==> src/rtl/morse_pkg.sv <==
// Definitions shared by the Morse transmitter and receiver: element coding,
// ASCII constants and the link state encoding.
package morse_pkg;

    localparam logic ELEM_DOT  = 1'b0;
    localparam logic ELEM_DASH = 1'b1;

    localparam logic [7:0] ASCII_SPACE   = 8'h20;
    localparam logic [7:0] ASCII_UNKNOWN = 8'h3F;

    typedef enum logic [1:0] {
        ST_IDLE,
        ST_MARK,
        ST_SPACE,
        ST_GAP
    } state_t;

endpackage

==> src/rtl/morse_lut.sv <==
// Morse symbol to ASCII lookup (A-Z, 0-9). The first element sits in the MSB
// of the i_len used bits; dot=0, dash=1.
module morse_lut
    import morse_pkg::*;
#(
    parameter int MAX_ELEM = 5
) (
    input  logic [2:0]          i_len,
    input  logic [MAX_ELEM-1:0] i_pattern,
    output logic [7:0]          o_ascii,
    output logic                o_hit
);

    logic [4:0] w_low;
    logic [4:0] w_pat;
    logic [7:0] w_key;

    assign w_low = 5'(i_pattern);

    // Bits above the used length are masked so stale history can never alias a code.
    always_comb begin
        w_pat = '0;
        for (int i = 0; i < 5; i++) begin
            if (3'(i) < i_len) w_pat[i] = w_low[i];
        end
    end

    assign w_key = {i_len, w_pat};

    always_comb begin
        // NOTE: every combinational output gets a default first, so no path can infer a latch.
        o_ascii = ASCII_UNKNOWN;
        o_hit   = 1'b1;
        case (w_key)
            {3'd2, 5'b00001}: o_ascii = "A";
            {3'd4, 5'b01000}: o_ascii = "B";
            {3'd4, 5'b01010}: o_ascii = "C";
            {3'd3, 5'b00100}: o_ascii = "D";
            {3'd1, 5'b00000}: o_ascii = "E";
            {3'd4, 5'b00010}: o_ascii = "F";
            {3'd3, 5'b00110}: o_ascii = "G";
            {3'd4, 5'b00000}: o_ascii = "H";
            {3'd2, 5'b00000}: o_ascii = "I";
            {3'd4, 5'b00111}: o_ascii = "J";
            {3'd3, 5'b00101}: o_ascii = "K";
            {3'd4, 5'b00100}: o_ascii = "L";
            {3'd2, 5'b00011}: o_ascii = "M";
            {3'd2, 5'b00010}: o_ascii = "N";
            {3'd3, 5'b00111}: o_ascii = "O";
            {3'd4, 5'b00110}: o_ascii = "P";
            {3'd4, 5'b01101}: o_ascii = "Q";
            {3'd3, 5'b00010}: o_ascii = "R";
            {3'd3, 5'b00000}: o_ascii = "S";
            {3'd1, 5'b00001}: o_ascii = "T";
            {3'd3, 5'b00001}: o_ascii = "U";
            {3'd4, 5'b00001}: o_ascii = "V";
            {3'd3, 5'b00011}: o_ascii = "W";
            {3'd4, 5'b01001}: o_ascii = "X";
            {3'd4, 5'b01011}: o_ascii = "Y";
            {3'd4, 5'b01100}: o_ascii = "Z";
            {3'd5, 5'b11111}: o_ascii = "0";
            {3'd5, 5'b01111}: o_ascii = "1";
            {3'd5, 5'b00111}: o_ascii = "2";
            {3'd5, 5'b00011}: o_ascii = "3";
            {3'd5, 5'b00001}: o_ascii = "4";
            {3'd5, 5'b00000}: o_ascii = "5";
            {3'd5, 5'b10000}: o_ascii = "6";
            {3'd5, 5'b11000}: o_ascii = "7";
            {3'd5, 5'b11100}: o_ascii = "8";
            {3'd5, 5'b11110}: o_ascii = "9";
            default:          o_hit   = 1'b0;
        endcase
    end

endmodule

==> src/rtl/morse_rx_decoder.sv <==
// Morse receiver: synchronises the keyed line, times marks and spaces in TICK
// units, and emits one ASCII character per letter gap plus one space per word gap.
module morse_rx_decoder
    import morse_pkg::*;
#(
    parameter int DOT_TICKS = 8,
    parameter int MAX_ELEM  = 5
) (
    input  logic       CLK,
    input  logic       RST,
    input  logic       TICK,
    input  logic       MORSE_IN,
    output logic [7:0] CHAR,
    output logic       VALID,
    output logic       ERR,
    output logic       BUSY
);

    localparam int CW = $clog2(5 * DOT_TICKS + 1);
    localparam logic [CW-1:0] C_DASH_TH   = CW'(2 * DOT_TICKS);
    localparam logic [CW-1:0] C_LETTER_TH = CW'(2 * DOT_TICKS);
    localparam logic [CW-1:0] C_WORD_TH   = CW'(5 * DOT_TICKS);
    localparam logic [CW-1:0] C_ONE       = CW'(1);
    localparam logic [2:0]    C_MAX_LEN   = 3'(MAX_ELEM);

    logic                r_sync1, r_sync2;
    state_t              r_state, w_state_nxt;
    logic [CW-1:0]       r_cnt, w_cnt_nxt, w_cnt_inc, w_cnt_start;
    logic [MAX_ELEM-1:0] r_pattern;
    logic [2:0]          r_len;
    logic                r_ovf;
    logic [7:0]          r_char, w_char_nxt;
    logic                r_valid, w_valid_nxt;
    logic                r_err, w_err_nxt;

    logic                w_lin;
    logic                w_elem;
    logic                w_end_mark;
    logic                w_emit_letter;
    logic                w_emit_space;
    logic [7:0]          w_lut_ascii;
    logic                w_lut_hit;

    morse_lut #(
        .MAX_ELEM (MAX_ELEM)
    ) u_lut (
        .i_len     (r_len),
        .i_pattern (r_pattern),
        .o_ascii   (w_lut_ascii),
        .o_hit     (w_lut_hit)
    );

    assign w_lin       = r_sync2;
    assign w_elem      = (r_cnt >= C_DASH_TH) ? ELEM_DASH : ELEM_DOT;
    assign w_cnt_inc   = (r_cnt == C_WORD_TH) ? r_cnt : r_cnt + C_ONE;
    // A TICK landing on the cycle a new phase starts belongs to that phase.
    assign w_cnt_start = TICK ? C_ONE : '0;

    // NOTE: RST is asynchronous, so it sits in the sensitivity list next to CLK.
    always_ff @(posedge CLK or posedge RST) begin
        if (RST) begin
            r_sync1   <= 1'b0;
            r_sync2   <= 1'b0;
            r_state   <= ST_IDLE;
            r_cnt     <= '0;
            r_pattern <= '0;
            r_len     <= '0;
            r_ovf     <= 1'b0;
            r_char    <= 8'h00;
            r_valid   <= 1'b0;
            r_err     <= 1'b0;
        end else begin
            // NOTE: non-blocking assignments keep every flop sampling pre-edge values.
            r_sync1 <= MORSE_IN;
            r_sync2 <= r_sync1;
            r_state <= w_state_nxt;
            r_cnt   <= w_cnt_nxt;
            r_char  <= w_char_nxt;
            r_valid <= w_valid_nxt;
            r_err   <= w_err_nxt;
            if (w_emit_letter) begin
                r_pattern <= '0;
                r_len     <= '0;
                r_ovf     <= 1'b0;
            end else if (w_end_mark) begin
                if (r_len < C_MAX_LEN) begin
                    r_pattern <= {r_pattern[MAX_ELEM-2:0], w_elem};
                    r_len     <= r_len + 3'd1;
                end else begin
                    r_ovf <= 1'b1;
                end
            end
        end
    end

    always_comb begin
        w_state_nxt   = r_state;
        w_cnt_nxt     = TICK ? w_cnt_inc : r_cnt;
        w_end_mark    = 1'b0;
        w_emit_letter = 1'b0;
        w_emit_space  = 1'b0;
        case (r_state)
            ST_IDLE: begin
                w_cnt_nxt = '0;
                if (w_lin) begin
                    w_state_nxt = ST_MARK;
                    w_cnt_nxt   = w_cnt_start;
                end
            end
            ST_MARK: begin
                if (!w_lin) begin
                    w_end_mark  = 1'b1;
                    w_state_nxt = ST_SPACE;
                    w_cnt_nxt   = w_cnt_start;
                end
            end
            ST_SPACE: begin
                // The threshold TICK wins over a simultaneous mark: the letter still goes out.
                if (TICK && (w_cnt_inc == C_LETTER_TH)) begin
                    w_emit_letter = 1'b1;
                    w_state_nxt   = w_lin ? ST_MARK : ST_GAP;
                    if (w_lin) w_cnt_nxt = '0;
                end else if (w_lin) begin
                    w_state_nxt = ST_MARK;
                    w_cnt_nxt   = w_cnt_start;
                end
            end
            ST_GAP: begin
                if (TICK && (w_cnt_inc == C_WORD_TH)) begin
                    w_emit_space = 1'b1;
                    w_state_nxt  = w_lin ? ST_MARK : ST_IDLE;
                    w_cnt_nxt    = '0;
                end else if (w_lin) begin
                    w_state_nxt = ST_MARK;
                    w_cnt_nxt   = w_cnt_start;
                end
            end
            default: begin
                w_state_nxt = ST_IDLE;
                w_cnt_nxt   = '0;
            end
        endcase
    end

    always_comb begin
        w_valid_nxt = w_emit_letter || w_emit_space;
        w_err_nxt   = w_emit_letter && (r_ovf || !w_lut_hit);
        w_char_nxt  = r_char;
        if (w_emit_letter) begin
            w_char_nxt = w_err_nxt ? ASCII_UNKNOWN : w_lut_ascii;
        end else if (w_emit_space) begin
            w_char_nxt = ASCII_SPACE;
        end
    end

    assign CHAR  = r_char;
    assign VALID = r_valid;
    assign ERR   = r_err;
    assign BUSY  = (r_state != ST_IDLE);

endmodule

==> config.mk <==
export PLATFORM = sky130hd
export DESIGN_NAME = morse_rx_decoder
export DESIGN_NICKNAME = d
export VERILOG_FILES = /design/src/rtl/morse_pkg.sv /design/src/rtl/morse_lut.sv /design/src/rtl/morse_rx_decoder.sv
export SDC_FILE = /design/constraint.sdc
export NUM_CORES = 1
export LEC_CHECK = 0
export ABC_AREA = 1
export CORE_MARGIN = 5
export CORE_UTILIZATION = 58
export DETAILED_ROUTE_END_ITERATION = 10
export DONT_BUFFER_PORTS = 1
export PLACE_DENSITY = 0.88
export SLEW_MARGIN = 20
export SYNTH_ARGS = -nofsm -noshare
export SYNTH_HDL_FRONTEND = slang
export SYNTH_SLANG_ARGS = --single-unit
==> constraint.sdc <==
create_clock -name CLK -period 1.9 [get_ports CLK]
set_input_delay 0.19 -clock CLK [delete_from_list [all_inputs] [get_ports CLK]]
set_output_delay 0.19 -clock CLK [all_outputs]
set_load 0.02 [all_outputs]
# Word level (Yosys, flattened, before mapping)
# Index checks and enable logic that the tools add are counted.
[word_totals]
register_bits = 29
input_bits = 4
out_inout_bits = 11
[op_classes]
addsub = 2
order_cmp = 7
n_eq_ne = 44
mux = 43
reduce_logical = 14
[op_table]
columns = ["operator", "n"]
rows = [
  ["case mux 7 bit (36 select lines)", 1],
  ["equality test 8 bit, second input constant", 22],
  ["equality test 8 x 7 -> 1 bit, second input constant", 12],
  ["2-to-1 mux 6 bit", 7],
  ["OR reduction 36 bit", 1],
  ["2-to-1 mux 8 bit", 3],
  ["case mux 6 bit (4 select lines)", 1],
  ["2-to-1 mux 1 bit", 19],
  ["equality test 8 x 6 -> 1 bit, second input constant", 2],
  ["2-to-1 mux 5 bit", 3],
  ["equality test 6 bit, second input constant", 2],
  ["2-to-1 mux 2 bit", 5],
  ["2-to-1 mux 3 bit", 3],
  ["case mux 2 bit (4 select lines)", 1],
  ["nonzero test 2 bit", 4],
  ["adder 6 x 1 -> 6 bit, second input constant", 1],
  ["equality test 6 x 5 -> 1 bit, second input constant", 1],
  [">= comparator 6 x 5 -> 1 bit, second input constant", 1],
  ["< comparator 1 x 3 -> 1 bit, first input constant", 2],
  ["< comparator 2 x 3 -> 1 bit, first input constant", 2],
  ["equality test 2 bit, second input constant", 2],
  ["!= test 2 bit, second input constant", 2],
  ["AND reduction 2 bit", 2],
  ["adder 3 x 1 -> 3 bit, second input constant", 1],
  ["other kinds (7)", 10],
]

# Logic depth before layout (Yosys ltp)
[depth]
ltp_word = 10
depth_mapped = 14

# By module
# Synthesis repeated with hierarchy kept, for this count alone.
[unflattened]
hier_cells = 344
area_unflattened_um2 = 2331.0
[by_module_without_submodules]
columns = ["mod", "instances", "cells_per_inst", "area_per_inst_um2", "seq_area_each_um2"]
rows = [
  ["morse_rx_decoder", 1, 195, 1547.7, 725.7],
  ["morse_lut", 1, 149, 783.3, 0.0],
]

# Least setup slack after synthesis
# OpenSTA, ideal clock, no wires.
[synth_path]
path_kind = "register to register"
start = "register r_len[2]"
end = "register r_char[0] (netlist: CHAR[0])"
setup_time_ns = 0.124
arrival_time_ns = 1.714
slack_ns = 0.062
path_stages_with_launch = 13
path_buffers = 0
synth_period_minus_slack_ns = 1.838
path_cell_list = "dfrtp_1 nor2_4 nand2_4 a21oi_1 nand3_1 nand2_1 nor2_1 nand2_1 nor2_2 nand3_4 nand2_4 nand2_4 nand3_2"
[synth_between]
elab_chain_cells = 10
[synth_lines]
columns = ["item", "line_no", "text"]
rows = [
  ["start: declaration", "morse_rx_decoder.sv:30", "logic [2:0] r_len;"],
  ["start signal: assignment", "morse_rx_decoder.sv:88", "r_len <= r_len + 3'd1;"],
  ["< comparator 1 x 3 -> 1 bit (tied with other cells)", "morse_lut.sv:24", "if (3'(i) < i_len) w_pat[i] = w_low[i];"],
  ["2-to-1 mux 1 bit", "morse_lut.sv:24", ""],
  ["equality test 8 x 7 -> 1 bit (tied with other cells)", "morse_lut.sv:34", "case (w_key)"],
  ["OR reduction 36 bit (no source line)", "-", ""],
  ["2-to-1 mux 1 bit", "morse_lut.sv:34", ""],
  ["logical NOT 1 bit", "morse_rx_decoder.sv:147", "w_err_nxt = w_emit_letter && (r_ovf || !w_lut_hit);"],
  ["logical OR 1 bit", "morse_rx_decoder.sv:147", ""],
  ["logical AND 1 bit", "morse_rx_decoder.sv:147", ""],
  ["2-to-1 mux 8 bit *", "morse_rx_decoder.sv:150", "w_char_nxt = w_err_nxt ? ASCII_UNKNOWN : w_lut_ascii;"],
  ["2-to-1 mux 8 bit *", "morse_rx_decoder.sv:149", "if (w_emit_letter) begin"],
  ["end signal: assignment", "morse_rx_decoder.sv:78", "r_char <= w_char_nxt;"],
  ["end: declaration", "morse_rx_decoder.sv:32", "logic [7:0] r_char, w_char_nxt;"],
]
# Every way passes the cells marked *; elsewhere a longest branch is shown, timed or not.
# A chain may end at the register's enable or synchronous reset.

# Worst setup path after layout
[layout_path]
start = "register r_cnt[0]"
end = "register r_cnt[5]"
[layout_between]
elab_chain_cells = 6
[layout_lines]
columns = ["item", "line_no", "text"]
rows = [
  ["start: declaration", "morse_rx_decoder.sv:28", "logic [CW-1:0] r_cnt, w_cnt_nxt, w_cnt_inc, w_cnt_start;"],
  ["start signal: assignment", "morse_rx_decoder.sv:77", "r_cnt <= w_cnt_nxt;"],
  ["adder 6 x 1 -> 6 bit or equality test 6 bit (tied branches)", "morse_rx_decoder.sv:55", "assign w_cnt_inc = (r_cnt == C_WORD_TH) ? r_cnt : r_cnt + C_ONE;"],
  ["2-to-1 mux 6 bit *", "morse_rx_decoder.sv:55", ""],
  ["equality test 6 bit (tied with other cells)", "morse_rx_decoder.sv:129", "if (TICK && (w_cnt_inc == C_WORD_TH)) begin"],
  ["logical AND 1 bit (tied with other cells)", "morse_rx_decoder.sv:129", ""],
  ["2-to-1 mux 6 bit, on equally long branches", "morse_rx_decoder.sv:129, morse_rx_decoder.sv:119", ""],
  ["case mux 6 bit (4 select lines) *", "morse_rx_decoder.sv:102", "case (r_state)"],
  ["net w_cnt_nxt[5]", "morse_rx_decoder.sv:28", ""],
]
# Mark *: on every way through the listed nets, which the timed path passes. The rest lies on a longest branch.

==> reports/qor.yml <==
place:
  port_buffers: 0
  postPlaceCellArea_mm2: 0.00269
  hpwlAfterDp_mm: 4.92
  place_congestion: 1.02
  dp_slack_ns: -0.137
  dpl.cell_count: 438
global_route:
  grt_overflow_total: 0
  antenna_found_initial: 0
  track_usage_pct: 26.8
  grt_pass1_vias: 2516
  grt_pass1_wl_mm: 11.2
  grt_start_max_net_pins: 29
setup_path:
  crit_top_cell: "nor2_1"
  critical_path_class: "register to register"
  max_stage_delay_ns: 0.46
  worstPathMaxFanout: 5
  cp_data_required_time_ns: 2.07
  cp-end-kind: "register"
  start_kind: "register"
  reg2reg_setup_slack_ns: -0.28
  cp_slowest_cell: "dfrtp_2"
  cp.arrival_ns: 2.34
  crit_chain: "inv_2 -> ha_4 -> nand4_1 -> nand2_1 -> nand2_2 -> nor3b_2 -> nand3_2 -> o21ai_2 -> inv_1 -> nor2_1 -> buf_4 -> nor2_1"
cts:
  htreeDepth: 1
  clk_pin_slew_worst_paths_ns: 0.11
  numClockSinks: 28
  cts_tree: "done"
  clockBufferDepth: 2
  clkLatencyLatePin_ns: 0.29
  cts_root_buf: "clkbuf_8"
  cts_buffers: 3
sta:
  finalMaxSlewViolations: 0
  fmax_ghz: 0.460
  setup_slack_ns: -0.276
  fin_crit_sh_pct: 115
  fin_crit_ns: 2.18
  hold_viol_final: 0
  hold_ws_ns: 0.0620
  finalClockSkew_ns: 0.0135
  setup_violations: 25
  grt_setup_unrepaired: "yes"
pwr:
  p_leak_uw: 0.00170
  ir_drop_v: 0.000753
  powerDensity_mw_per_mm2: 1210
synth:
  synth.cell_area_mm2: 0.00232
  synth_area_per_cell_um2: 6.67
  synthCells: 348
  synthSimpleGateAreaFrac_pct: 49.9
  synth_top_family_by_area: "simple AND/OR/NAND/NOR gates"
  synth_seq_area_share_pct: 30.2
  synth_compound_area_share_pct: 6.80
  synthXorXnorAreaFrac_pct: 1.51
  synth-seq-cells: 28
  ys_types: 28
  synthMuxAreaShare_pct: 0
  yosysWarningCount: 0
  syn-num-nets: 355
  yosys.area_share.adder_pct: 1.62
finish:
  fin_cells: 456
  antenna_cells: 0
  fin_area_mm2: 0.00310
  fin_util_pct: 78.6
  layout.nets: 414
  drive_above_1_share_pct: 36.2
  area_delta_synth_final_pct: 33.6
  num-fill-cells: 223
route:
  drc: 0
  routedWlPerCell_um: 17.1
  viasPerCell: 5.97
  drt_iter0_markers: 303
  drtAntennaViolNets: 0
  drt_pass1_iterations: 6
  wirelength_mm: 7.78
  vias: 2724
floorplan:
  die_width_um: 73.2
  dieArea_mm2: 0.00536
  core_area_mm2: 0.00394
  io_pins: 15
  die_y_um: 73.2
  initial_utilization_pct: 58.8
  rows: 23
worst_hold_path:
  hp-class: "input pin to register"
status:
  violations: "negative setup slack"
  status: "finished with violations"
job:
  drv_cap: 0
==> area by class of cell <==
class / count / area, um^2 / share of cell area [%]
inverter: 56 / 223 / 7.19
tap: 50 / 62.6 / 2.02
clock buffer: 3 / 41.3 / 1.33
clock inverter: 1 / 30.0 / 0.969
multi-input combinational: 261 / 1590 / 51.2
timing repair buffer: 57 / 452 / 14.6
sequential: 28 / 704 / 22.7
==> sequential cells by signal (all words and copies together) (netlist names) <==
| signal | cells |
|---|---|
| ERR | 1 |
| r_state | 2 |
| CHAR | 7 |
| r_len | 3 |
| r_pattern | 5 |
| VALID | 1 |
| r_sync1 | 1 |
| r_ovf | 1 |
| r_cnt | 6 |
| r_sync2 | 1 |
==> critical path, delay by kind of cell (launching register included) <==
kind                       cells  cell delay, ns
buffers and inverters          3            0.30
and+or+nand+nor                7            1.00
adders and majority gates      1            0.12
AOI/OAI and AO/OA              1            0.18
DFF                            1            0.46
==> worst paths after layout <==
kind	start	end	cells after the start
hold / removal	TICK	r_cnt[1]	3
setup / recovery	r_cnt[0]	r_cnt[5]	12
min in group asynchronous	RST	r_sync1	3
hold reg to reg	r_sync1	r_sync2	0
setup reg to reg	r_cnt[0]	r_cnt[5]	12
max in group asynchronous	RST	r_len[1]	3
==> cell usage in the layout (no fill, tap or decap), types with 2 or more instances in the layout <==
master         instances
nor3_1                 4
inv_2                 11
a21oi_1                2
o21ai_0               14
buf_4                 51
o21ai_2                3
nor2_4                10
nand3_1               16
nor2_2                 5
clkbuf_8               3
inv_4                  2
nand3_2               19
nand2_1               82
nand4_1               13
nand2_4                6
nand2_2               15
dlygate4sd3_1          2
o21a_1                 7
xor2_1                 3
dfrtp_1               25
nand2_8                2
dfrtp_2                3
nand3_4                4
buf_6                  3
nor2_1                45
inv_1                 42
==> through the flow <==
step,total power [uW],setup TNS (ns)
detailed placement,2860,-1.75
global placement,2810,-0.544
CTS,3420,-1.17
floorplan,2220,0
global route,4010,-7.82
finish,3760,-5.05
==> Yosys cell counts, drive strengths merged <==
library cell / n / share of area, %
nand4: 14 / 4.0
nand2: 105 / 20
dfrtp: 28 / 30
and3: 1 / 0.27
a21oi: 3 / 0.65
nor3b: 1 / 0.32
buf: 1 / 0.32
xor2: 4 / 1.5
inv: 56 / 9.2
ha: 3 / 1.6
nand3: 39 / 11
clkbuf: 2 / 0.32
o21a: 7 / 2.3
o21ai: 18 / 3.9
conb: 1 / 0.16
nor2: 61 / 13
nor3: 4 / 0.86
==> cell families (layout without fill, tap and decap cells) <==
| logic type | Yosys count | count (layout) |
|---|---|---|
| compound gates | 28 | 28 |
| xor+xnor | 4 | 4 |
| fa+ha+maj | 3 | 3 |
| buf+inv | 59 | 117 |
| flops | 28 | 28 |
| other cells | 1 | 1 |
| simple gates | 225 | 225 |
==> metal layers <==
metal	wire length (um)	share of wire, %	track usage, %	vias up
li1	-	-	-	1224
met1	2670	34	27.8	1254
met2	4050	52	49.3	186
met3	551	7.1	3.99	60
met4	514	6.6	17.6	0
met5	0	0	0	-
==> report_power, final <==
part / internal (uW) / leakage (uW) / switching (uW)
Combinational: 934 / 0.00131 / 1480
Sequential: 700 / 0.000360 / 164
Clock: 283 / 0.0000357 / 201
==> timing repair <==
action | in CTS | in global routing
hold buffers | 2 | 0
setup buffers | 7 | 8
cloned | 0 | 0
hold endpoints to repair | 29 | 0
pin swaps | 10 | 32
endpoints found under the setup margin | 20 | 26
gates resized for setup | 8 | 53
Power figures use the tool's default switching activity.
==> patch 1: new RTL, same flow settings <==
Compare `r_cnt` against `C_WORD_TH` with >= in place of ==.
--- a/src/rtl/morse_rx_decoder.sv
+++ b/src/rtl/morse_rx_decoder.sv
@@ -52,7 +52,7 @@
 
     assign w_lin       = r_sync2;
     assign w_elem      = (r_cnt >= C_DASH_TH) ? ELEM_DASH : ELEM_DOT;
-    assign w_cnt_inc   = (r_cnt == C_WORD_TH) ? r_cnt : r_cnt + C_ONE;
+    assign w_cnt_inc   = (r_cnt >= C_WORD_TH) ? r_cnt : r_cnt + C_ONE;
     // A TICK landing on the cycle a new phase starts belongs to that phase.
     assign w_cnt_start = TICK ? C_ONE : '0;
 
Function: no difference found for any inputs over 10 cycles, from zero or initial values and one cycle with RST high; that may be too few to reach the edited logic, so the function may still have changed.
==> patch 1 against the unedited design <==
  * Worst setup slack got worse by 0.048 ns
  * Synthesized cell count decreased by 5.5%
  * Highest routed layer unchanged
  * Sequential cell count unchanged
  * Synthesized area down 7.6%
  * Final area is 3.7% lower
  * Largest power group unchanged
  * Clock power increased by 2%
  * First-iteration DRC count is 78% higher
  * Power increased by 2.5%
  * Wire length up 18%
  * Clock skew grew 0.0011 ns
  * The flow still finishes with violations (negative setup slack)
  * Critical path depth shrank 3
==> patch 1: results <==
set metrics [dict create \
    max-vdd-ir-drop_v 0.000793 \
    synthTopCellsByCount "89 x nand2_1, 52 x nor2_1, 43 x inv_1" \
    grt_pass1_wl_um 11100 \
    drt_iter0_drc 539 \
    drive_gt1_share_pct 36.5 \
    routed-via-count 2929 \
    detail_route.wl_per_cell_um 20.7 \
    finalNetCount 402 \
    slowest_delay_ns 0.44 \
    violations "negative setup slack" \
    r2r_setup_slack_ns -0.32 \
    reg2reg_depth 9 \
    setup_ws_ns -0.324 \
    placed_area_um2 2520 \
    setup_viol 26 \
    syn-num-nets 335 \
    syn_inst 329 \
    critical_path_arrival_ns 2.38 \
    seq_area_frac_synth_pct 32.7 \
    globalRouteTotalUtil_pct 27.0 \
    skew_ns 0.0146 \
    hpwl_um 4540 \
    slowest_stage "dfrtp_1" \
    path_max_fanout 7 \
    status "finished, violations left" \
    synthXorXnorAreaFrac_pct 1.63 \
    synth_cell_type_count 31 \
    grt_pass1_vias 2576 \
]
==> patch 1: cell count changes after synthesis, sizes merged, moves of 2 or more <==
cell	before	now
o21ai	18	16
nand3b	0	2
inv	56	49
o21a	7	3
nand2	105	97
a21oi	3	7
a31oi	0	2
a21boi	0	2
o211ai	0	3
nor2	61	63
nand3	39	35
clkbuf	2	0
nand4	14	7
buf	1	3
==> patch 1: final cells by class <==
type,count,area (µm²)
tap,48,60.1
timing repair buffer,64,532
clock buffer,3,41.3
clock inverter,1,30.0
inverter,49,190
sequential,28,703
fill,206,648
multi-input combinational,250,1430
==> patch 1: timing repair <==
item	in CTS	in global routing
hold endpoints to repair	29	0
gates resized for setup	19	46
hold buffers	2	0
cloned	0	1
setup endpoints to repair	17	26
buffers inserted	10	9
pin swaps	7	19
==> patch 1: worst min path at each step <==
stage	start	endpoint	slack, ns	depth (start not counted)
floorplan	MORSE_IN	r_sync1$_DFF_PP0_	0.22	0
global placement	RST	r_sync1$_DFF_PP0_	0.16	2
detailed placement	RST	CHAR[6]$_DFFE_PP0P_	0.17	2
CTS	TICK	r_cnt[1]$_DFF_PP0_	0.09	3
global route	TICK	r_cnt[0]$_DFF_PP0_	0.09	2
finish	TICK	r_cnt[0]$_DFF_PP0_	0.08	2
==> patch 1: kinds of logic after synthesis <==
group,Yosys count
simple gates,208
buf+inv,52
compound gates,34
flops,28
xor+xnor,4
fa+ha+maj,2
other cells,1
==> patch 1: metrics by stage <==
stage               setup TNS [ns]  utilization [%]  cells  setup WS [ns]
floorplan                        0                -    329          0.121
global placement            -0.202             69.3    418        -0.0318
detailed placement           -1.20             69.3    418         -0.104
CTS                        -0.0268             75.8    434        -0.0253
global route                 -7.51             82.2    443         -0.372
finish                       -5.76             82.2    443         -0.324
==> patch 1: where the power goes <==
part           leakage (nW)  internal [W]  switching (W)
Sequential            0.359      0.000716       0.000182
Clock                0.0357      0.000283       0.000213
Combinational          1.23      0.000935        0.00153
==> patch 1: per-layer routing <==
metal	track usage [%]	wire length, µm	vias up
met5	0	0	-
met4	12.5	859	0
met3	4.40	1100	120
met2	49.1	4180	318
met1	30.6	3020	1316
li1	-	-	1175
==> patch 2: new RTL, config.mk and constraints unchanged <==
Without the edit above. `MAX_ELEM` is set to 5 in 2 places; all go to 10.
--- a/src/rtl/morse_lut.sv
+++ b/src/rtl/morse_lut.sv
@@ -3,7 +3,7 @@
 module morse_lut
     import morse_pkg::*;
 #(
-    parameter int MAX_ELEM = 5
+    parameter int MAX_ELEM = 10
 ) (
     input  logic [2:0]          i_len,
     input  logic [MAX_ELEM-1:0] i_pattern,
--- a/src/rtl/morse_rx_decoder.sv
+++ b/src/rtl/morse_rx_decoder.sv
@@ -4,7 +4,7 @@
     import morse_pkg::*;
 #(
     parameter int DOT_TICKS = 8,
-    parameter int MAX_ELEM  = 5
+    parameter int MAX_ELEM  = 10
 ) (
     input  logic       CLK,
     input  logic       RST,
Behaviour: same outputs for any inputs over 10 cycles, from zero or initial values and one cycle with RST high; that may be too few to reach the edited logic, so the function may still have changed.
==> patch 2 against the unedited design <==
  * Non-clock buffer count down 10
  * Worst setup slack better by 0.11 ns
  * Utilization is 2.4 points higher
  * Power is 6.1% lower
  * Clock skew decreased by 0.0089 ns
  * The flow still finishes with violations (negative setup slack)
  * Synthesized area decreased by 5.1%
  * Sequential cell count stayed put
  * Wire length fell by 9.7%
  * Highest routed layer unchanged
  * Final area is 4.3% lower
  * Synthesized cell count down 4.9%
  * Maximum frequency rose by 5.3%
  * Final cell count decreased by 6.8%
==> patch 2: results <==
set metrics [dict create \
    setup_viol 17 \
    postCtsSetupRepairBufs 5 \
    status "finished, violations left" \
    reg2reg_depth 11 \
    skew_ns 0.00457 \
    clk-power_w 0.000308 \
    drt_iter0_drc 234 \
    drtPass1Iterations 7 \
    placed_area_um2 2520 \
    n_fill_cell 231 \
    cp_top_family "simple AND/OR/NAND/NOR gates" \
    dp_cells 412 \
    detail_route.wl_per_cell_um 16.5 \
    synthArstFlopShare_pct 100 \
    critical_path_arrival_ns 2.22 \
    preCtsSetupSlack_ns -0.164 \
    gp_congestion 1.02 \
    hpwl_um 4320 \
    grt_pass1_wl_um 10500 \
    sequentialPowerShare_pct 23.7 \
    synth-adder-area-share_pct 2.27 \
    synth_cell_type_count 34 \
    leakagePower_nw 1.62 \
    min_to "r_cnt[5]$_DFF_PP0_" \
    cts_made_buffers 3 \
    globalRouteTotalUtil_pct 25.2 \
    clock_path_buffers 2 \
    max-vdd-ir-drop_v 0.000666 \
    syn-num-nets 339 \
    r2r_end "r_pattern[2]$_DFFE_PP0P_" \
    slowest_stage "dfrtp_1" \
    grt_pass1_vias 2333 \
    holdWs_ns 0.0886 \
    grt_max_degree 29 \
    swShare_pct 49.6 \
    viasPerCell 5.90 \
    synthTopCellsByCount "87 x nand2_1, 49 x nor2_1, 47 x inv_1" \
    seq_area_frac_synth_pct 31.8 \
    path_max_fanout 6 \
    hold_depth 3 \
    hp-class "in -> reg" \
    netlist_top_cells_area "dfrtp_1 32%, nand2_1 15%, nor2_1 8.4%" \
    hp-start "TICK" \
    syn_area_per_cell_um2 6.65 \
    path_clk_slew_ns 0.08 \
    endpoint "r_pattern[2]$_DFFE_PP0P_" \
    slowest_delay_ns 0.42 \
    synth-compound-area-share_pct 7.78 \
    ys.flop_type "dfrtp_1" \
    insertion_delay_ns 0.27 \
    violations "negative setup slack" \
    setup_ws_ns -0.167 \
    pg_seq_w 0.000838 \
    finalNetCount 387 \
    drive_gt1_share_pct 36.6 \
    routed-via-count 2508 \
    cts_resized 37 \
    synthXorXnorAreaFrac_pct 1.99 \
]
[patch 2: cell count changes in the layout (fill, tap and decap cells not counted), moves of 6 or more]
cell     change
buf_4       -12
nor2_1      -12
nand3_1     +11
nand2_1     -10
nor2_2       +9
a21oi_1      +7
nand3_2      -7
nand4_1      -7
o21a_1       -6
o21ai_0      -6
[patch 2: per-stage QoR]
step	util, %	setup TNS, ns
3_5_place_dp	68.8	-1.54
5_1_grt	81.0	-3.39
2_1_floorplan	-	0
4_1_cts	75.5	-0.0711
6_report	81.0	-0.853
3_3_place_gp	68.8	-0.319
[patch 2: layout make-up]
class	instances	share of cell area, %
well taps	48	2.02
inverters	54	6.92
clock buffers	3	1.39
multi-input cells	245	52.0
repair buffers	47	13.9
flip-flops and latches	28	23.7
[patch 2: metal layers]
| layer | track usage (%) | part of all wire [%] |
|---|---|---|
| met5 | 0 | 0 |
| met2 | 43.7 | 52 |
| met1 | 32.7 | 38 |
| met3 | 2.10 | 5.6 |
| met4 | 9.19 | 4.3 |
